File: config.mk
export PLATFORM = sky130hd
export DESIGN_NAME = sdram_port_arbiter
export DESIGN_NICKNAME = d
export VERILOG_FILES = /design/src/rtl/sdram_arb_pkg.sv /design/src/rtl/sdram_arb_pick.sv /design/src/rtl/sdram_port_arbiter.sv
export SDC_FILE = /design/constraint.sdc
export NUM_CORES = 1
export LEC_CHECK = 0
export BUFFER_PORTS_ARGS = -buffer_cell sky130_fd_sc_hd__buf_2
export CAP_MARGIN = 10
export CORE_ASPECT_RATIO = 1.2
export CORE_UTILIZATION = 35
export DETAILED_ROUTE_END_ITERATION = 6
export PLACE_DENSITY_LB_ADDON = 0.25
export REMOVE_ABC_BUFFERS = 1
export SLEW_MARGIN = 10
export SYNTH_ARGS = -nofsm -noshare
export SYNTH_HDL_FRONTEND = slang
export SYNTH_SLANG_ARGS = --single-unit
File: constraint.sdc
create_clock -name clk -period 3.1 [get_ports clk]
set_input_delay 0 -clock clk [delete_from_list [all_inputs] [get_ports clk]]
set_output_delay 0 -clock clk [all_outputs]
set_load 0.01 [all_outputs]
File: src/rtl/sdram_arb_pkg.sv
// Shared types and constants for the three-port SDRAM arbiter.
// Optional build macro ARB_ROUND_ROBIN_EN selects rotating priority in place of fixed priority.
package sdram_arb_pkg;

  localparam int ADDR_W = 25;
  localparam int DATA_W = 8;
  localparam int NPORT  = 3;

  localparam logic [1:0] PORT_CPU   = 2'd0;
  localparam logic [1:0] PORT_DL    = 2'd1;
  localparam logic [1:0] PORT_ERASE = 2'd2;

  typedef enum logic [1:0] {
    IDLE  = 2'd0,
    ISSUE = 2'd1,
    WAIT  = 2'd2,
    DONE  = 2'd3
  } state_e;

  // Modulo-3 successor used by the rotating search.
  function automatic logic [1:0] next_port(input logic [1:0] p);
    return (p >= PORT_ERASE) ? PORT_CPU : p + 2'd1;
  endfunction

endpackage

File: src/rtl/sdram_arb_pick.sv
// Combinational winner selection for the SDRAM arbiter.
// ARB_ROUND_ROBIN_EN: rotate from the last grant; otherwise fixed priority with starvation override.
module sdram_arb_pick
  import sdram_arb_pkg::*;
#(
  parameter int MAX_WAIT = 15
) (
  input  logic [2:0] req_i,
`ifdef ARB_ROUND_ROBIN_EN
  input  logic [1:0] last_i,
`else
  input  logic [3:0] wait1_i,
  input  logic [3:0] wait2_i,
`endif
  output logic [1:0] idx_o,
  output logic       valid_o
);

`ifdef ARB_ROUND_ROBIN_EN
  logic [1:0] c0, c1, c2;

  // Later assignments override earlier ones, so c0 has the highest priority.
  always_comb begin
    c0      = next_port(last_i);
    c1      = next_port(c0);
    c2      = next_port(c1);
    valid_o = |req_i;
    idx_o   = c0;
    if (req_i[c2]) idx_o = c2;
    if (req_i[c1]) idx_o = c1;
    if (req_i[c0]) idx_o = c0;
  end
`else
  localparam logic [3:0] MW4 = 4'(MAX_WAIT);

  always_comb begin
    valid_o = |req_i;
    idx_o   = PORT_CPU;
    if (req_i[1] && (wait1_i == MW4))      idx_o = PORT_DL;
    else if (req_i[2] && (wait2_i == MW4)) idx_o = PORT_ERASE;
    else if (req_i[0])                     idx_o = PORT_CPU;
    else if (req_i[1])                     idx_o = PORT_DL;
    else if (req_i[2])                     idx_o = PORT_ERASE;
  end
`endif

endmodule

File: src/rtl/sdram_port_arbiter.sv
// Shares one SDRAM controller port between CPU, downloader and eraser, one access at a time.
// Build macro ARB_ROUND_ROBIN_EN swaps fixed priority/starvation counters for round-robin.
module sdram_port_arbiter
  import sdram_arb_pkg::*;
#(
  parameter int ACC_LAT  = 3,
  parameter int MAX_WAIT = 15
) (
  input  logic              clk,
  input  logic              reset_n,
  input  logic              ena,
  input  logic [2:0]        req,
  input  logic [2:0]        we,
  input  logic [ADDR_W-1:0] addr0,
  input  logic [ADDR_W-1:0] addr1,
  input  logic [ADDR_W-1:0] addr2,
  input  logic [DATA_W-1:0] din0,
  input  logic [DATA_W-1:0] din1,
  input  logic [DATA_W-1:0] din2,
  output logic [2:0]        ack,
  output logic [DATA_W-1:0] dout,
  output logic              busy,
  output logic              sd_wr,
  output logic              sd_rd,
  output logic [ADDR_W-1:0] sd_addr,
  output logic [DATA_W-1:0] sd_din,
  input  logic [DATA_W-1:0] sd_dout
);

  // state | meaning
  // IDLE  | arbitrate; on a winner latch its command and raise sd_wr/sd_rd
  // ISSUE | command visible for its single cycle; load latency counter
  // WAIT  | count down; at zero pulse ack and capture read data
  // DONE  | ack drops, busy drops

  localparam int LW = (ACC_LAT > 1) ? $clog2(ACC_LAT) : 1;
  localparam logic [LW-1:0] LAT_LOAD = LW'(ACC_LAT - 1);

  state_e            state_q;
  logic [1:0]        win_q;
  logic              we_q;
  logic [LW-1:0]     lat_q;
  logic [2:0]        ack_q;
  logic [DATA_W-1:0] dout_q;
  logic              busy_q, wr_q, rd_q;
  logic [ADDR_W-1:0] addr_q;
  logic [DATA_W-1:0] din_q;

  logic [1:0]        pick_idx;
  logic              pick_valid;
  logic [ADDR_W-1:0] addr_d;
  logic [DATA_W-1:0] din_d;
  logic              we_d;
  logic              grant;

  assign grant = (state_q == IDLE) && pick_valid;

  always_comb begin
    addr_d = addr0;
    din_d  = din0;
    we_d   = we[0];
    case (pick_idx)
      PORT_DL:    begin addr_d = addr1; din_d = din1; we_d = we[1]; end
      PORT_ERASE: begin addr_d = addr2; din_d = din2; we_d = we[2]; end
      default:    ;
    endcase
  end

`ifdef ARB_ROUND_ROBIN_EN
  logic [1:0] ptr_q;

  sdram_arb_pick #(.MAX_WAIT(MAX_WAIT)) u_pick (
    .req_i   (req),
    .last_i  (ptr_q),
    .idx_o   (pick_idx),
    .valid_o (pick_valid)
  );

  always_ff @(posedge clk) begin
    if (!reset_n)         ptr_q <= PORT_ERASE;
    else if (ena && grant) ptr_q <= pick_idx;
  end
`else
  localparam logic [3:0] MW4 = 4'(MAX_WAIT);

  logic [3:0] wait1_q, wait2_q, wait1_d, wait2_d;

  sdram_arb_pick #(.MAX_WAIT(MAX_WAIT)) u_pick (
    .req_i   (req),
    .wait1_i (wait1_q),
    .wait2_i (wait2_q),
    .idx_o   (pick_idx),
    .valid_o (pick_valid)
  );

  // Losses only count at an actual arbitration; idle requesters forget their history.
  always_comb begin
    wait1_d = wait1_q;
    wait2_d = wait2_q;
    if (!req[1])                          wait1_d = 4'd0;
    else if (grant && pick_idx == PORT_DL) wait1_d = 4'd0;
    else if (grant && wait1_q < MW4)       wait1_d = wait1_q + 4'd1;
    if (!req[2])                              wait2_d = 4'd0;
    else if (grant && pick_idx == PORT_ERASE) wait2_d = 4'd0;
    else if (grant && wait2_q < MW4)          wait2_d = wait2_q + 4'd1;
  end

  always_ff @(posedge clk) begin
    if (!reset_n) begin
      wait1_q <= 4'd0;
      wait2_q <= 4'd0;
    end else if (ena) begin
      wait1_q <= wait1_d;
      wait2_q <= wait2_d;
    end
  end
`endif

  always_ff @(posedge clk) begin
    if (!reset_n) begin
      state_q <= IDLE;
      win_q   <= 2'd0;
      we_q    <= 1'b0;
      lat_q   <= '0;
      ack_q   <= 3'b000;
      dout_q  <= '0;
      busy_q  <= 1'b0;
      wr_q    <= 1'b0;
      rd_q    <= 1'b0;
      addr_q  <= '0;
      din_q   <= '0;
    end else if (ena) begin
      case (state_q)
        IDLE: begin
          if (pick_valid) begin
            win_q   <= pick_idx;
            we_q    <= we_d;
            addr_q  <= addr_d;
            din_q   <= din_d;
            wr_q    <= we_d;
            rd_q    <= !we_d;
            busy_q  <= 1'b1;
            state_q <= ISSUE;
          end
        end
        ISSUE: begin
          wr_q    <= 1'b0;
          rd_q    <= 1'b0;
          lat_q   <= LAT_LOAD;
          state_q <= WAIT;
        end
        WAIT: begin
          if (lat_q == '0) begin
            ack_q <= 3'b001 << win_q;
            if (!we_q) dout_q <= sd_dout;
            state_q <= DONE;
          end else begin
            lat_q <= lat_q - LW'(1);
          end
        end
        DONE: begin
          ack_q   <= 3'b000;
          busy_q  <= 1'b0;
          state_q <= IDLE;
        end
        default: state_q <= IDLE;
      endcase
    end
  end

  assign ack     = ack_q;
  assign dout    = dout_q;
  assign busy    = busy_q;
  assign sd_wr   = wr_q;
  assign sd_rd   = rd_q;
  assign sd_addr = addr_q;
  assign sd_din  = din_q;

endmodule
==> summary.md <==
| Metric | Value |
|---|---|
| Status | `completed` |
| Cells on Worst Hold Path | `3` |
| Die width | `89.6 um` |
| DR vias | `approximately 3600` |
| Worst clock skew | `0.0116 ns` |
| Peak supply drop | `0.204 mV` |
| H-tree levels | `3` |
| Top Family by Delay on Critical Path | `simple AND/OR/NAND/NOR gates` |
| Routed Antenna Nets | `0` |
| CP startpoint | `wait2_q[0]` |
| Final instance area | `4380 um^2` |
| Slew HR | `0.360` |
| Global Route met2 Usage | `0.360` |
| Worst Setup End Kind | `flop` |
| CTS max path bufs | `2` |
| Grt ovf | `0` |
| CTS Sinks | `62` |
| CP cell instances | `ha_1 > and3_1 > nand2b_1 > a22oi_1 > nand2b_1 > ha_2 > nand2b_1 > o221ai_1 > or2_1 > a21oi_1` |
| Layout cell share with drive strength beyond 1 | `0.322` |
| Skew-Pair Late Insertion Delay | `0.35 ns` |
| Synth async-reset ratio | `0` |
| Critical path data required time | `3.36 ns` |
| Post-synth EDFFs | `0` |
| Area growth syn-to-layout | `35.9%` |
| Initial Util | `0.359` |
| Cell count after synthesis | `438` |
| Mux share of post-synthesis cell area | `0.0144` |
| Min Tclk post-route | `2.69 ns` |
| Worst-path clk slew | `0.07 ns` |
| Core box area | `between 8000 and 9000 um^2` |
| Post-Synth Simple-Gate Area | `0.231` |
| Worst Path Arrival | `just under 3 ns` |
| CP Depth | `10` |
| Worst path max stage delay | `roughly 0.35 ns` |
| Post_cts resized | `0` |
| Unique masters post-synth | `46` |
| Unrepaired setup endpoints after global routing | `no` |
| Worst r2r src | `wait2_q[0]` |
| Boundary Pins | `~160` |
| Most frequent cells in the layout | `buf_2 (162), nand2_1 (131), dfxtp_1 (62)` |
| Compound-Gate Fraction of Synth Area | `0.276` |
| Root Buffer | `clkbuf_8` |
| # fillers | `914` |
| Worst-case reg-to-reg path depth | `10` |
| HPWL Detailed | `6.81 mm` |
| Hold Fails Final Rpt | `0` |
| Placer Congestion | `0.834` |
| Worst slew pin tran | `~0.96 ns` |
| Adder-Cell Fraction of Synth Area | `0.0349` |
| Die H | `about 110 um` |
| Pwr/cell area | `454 nW/um^2` |
| Pleak | `0.00198 uW` |
| Worst Hold Launch | `req[2]` |
| Post-synthesis register bit count | `62` |
| Grt peak-use layer | `met2` |
| Clock tree from TritonCTS | `done` |
| Hold Path Class | `in -> reg` |
| Top cell by count, worst path | `nand2b_1` |
| Pre-antenna DRT Iters | `4` |
| Final period utilization | `0.869` |
| Crit Path Max Fanout | `11` |
| GR Layer Usage met1 | `0.235` |
| Diode count | `0` |
| Wirelength per Cell | `between 10 and 15 um` |
| Ys Warns | `0` |
| WS Path Type | `reg -> reg` |
| Syn Area/Cell | `7.36 um^2` |
| Xor and xnor fraction of the mapped netlist area | `0` |
| M3 GR Usage | `0.0593` |
| First-pass GRT wire length | `~15 mm` |
| Cell area after synthesis | `between 3000 and 4000 um^2` |
| # DRC | `0` |
| CP max stage cell | `dfxtp_1` |
| Startpoint types | `flop` |
| Max Clk Rate | `0.371 GHz` |
| Vias per cell | `5.05` |
| TNS Setup | `0 ns` |
| Largest family of logic cells by synthesized area | `compound AO/OA/AOI/OAI gates` |
| Synth Flop Type | `dfxtp_1` |
| Post-CTS setup repair buffer count | `0` |
| Fin. max-slew vios | `0` |
| Area of the die | `9610 um^2` |
| Input/output buffers | `162` |
| DRT iter0 DRCs | `approximately 160` |
| TritonCTS buffer count | `9` |
| Most common cell after layout, fill and taps aside | `buf_2` |
| Final setup fails | `0` |
| GRT Overall Usage | `0.211` |
| Vias in the first global route | `3436` |
| Num rows | `38` |
| Placed instance area | `4120 um^2` |
| Max Cap Viol | `0` |
| Largest net degree at the start of global routing | `56` |
| Register area share after synthesis | `0.385` |
| CP Buf/Inv Count | `0` |
| Final WL | `around 9.5 mm` |
| Initial antenna violation count | `0` |
| Nets@finish | `716` |
-- Yosys cell counts (all sizes together), types with 2 or more instances --
library cell | instances | share of area
mux2i | 2 | 0.0062
or3 | 2 | 0.0039
dfxtp | 62 | 0.38
clkbuf | 23 | 0.027
nand3 | 9 | 0.014
inv | 12 | 0.014
and2 | 2 | 0.0039
or4 | 3 | 0.0070
o221a | 2 | 0.0070
nand2 | 132 | 0.16
a22oi | 36 | 0.084
a31oi | 2 | 0.0039
ha | 9 | 0.035
o31ai | 2 | 0.0047
o311ai | 2 | 0.0078
o22ai | 3 | 0.0058
nor3 | 3 | 0.0062
nor2 | 7 | 0.0081
o21ai | 40 | 0.062
buf | 10 | 0.018
nand2b | 6 | 0.012
a21oi | 50 | 0.078
mux2 | 2 | 0.0081
and3 | 2 | 0.0039
a21boi | 2 | 0.0047
-- area by class of cell --
type	instances	area, um^2	share of cell area
repair buffers	175	953	0.217
clock buffers	10	138	0.0314
flip-flops and latches	62	1240	0.283
well taps	120	150	0.0342
multi-input cells	331	1810	0.412
inverters	12	45.0	0.0103
clock inverters	4	48.8	0.0111
-- per-layer routing --
layer / vias to the layer above / wire length (um)
met5: - / 0
met4: 0 / 262
met3: 21 / 618
met2: 144 / 4760
met1: 1611 / 3840
li1: 1830 / -
-- tightest hold or removal path: stages --
cell and delay, ns:
buf_2 0.17, nand3_1 0.08, o21ai_0 0.06
-- metrics by stage --
stage / utilization / setup WS, ns / power (uW) / hold WS [ns] / instances
after CTS: 0.488 / 0.435 / 2010 / 0.00472 / 714
after detailed placement: 0.458 / 0.457 / 1300 / 0.249 / 692
after global placement: 0.458 / 0.536 / 1290 / 0.243 / 692
final: 0.488 / 0.407 / 1990 / 0.0181 / 714
after floorplan: - / 0.233 / 1100 / 0.126 / 405
after global routing: 0.488 / 0.146 / 2110 / 0.0204 / 714
-- flip-flops by register name, summed over array words and instances, names as in the netlist --
| register | count |
|---|---|
| ack | 3 |
| we_q | 1 |
| dout | 8 |
| wait2_q | 4 |
| sd_addr | 25 |
| wait1_q | 4 |
| win_q | 2 |
| sd_rd | 1 |
| state_q | 2 |
| sd_wr | 1 |
| sd_din | 8 |
| lat_q | 2 |
| busy | 1 |
-- where the power goes --
part           internal (uW)  total [uW]  switching [uW]
Clock                    383         701             319
Combinational            180         421             241
Sequential               841         866            25.1
-- path summary, 6_finish.rpt --
kind                                    to  slack, ns
worst max-delay path            wait1_q[1]       0.41
worst min-delay path              win_q[1]       0.02
worst max register to register  wait1_q[1]       0.41
worst min register to register      ack[0]       0.45
-- cell families after synthesis --
logic type	after synthesis
buffers and inverters	45
DFF	62
muxes	4
AOI/OAI and AO/OA	145
adders and majority gates	9
and+or+nand+nor	173
-- timing repair --
action / CTS / global route
setup endpoints to repair: 0 / 0
hold endpoints to repair: 8 / 0
hold buffers: 8 / 0
No activity file was read; power rests on OpenSTA's default activity.
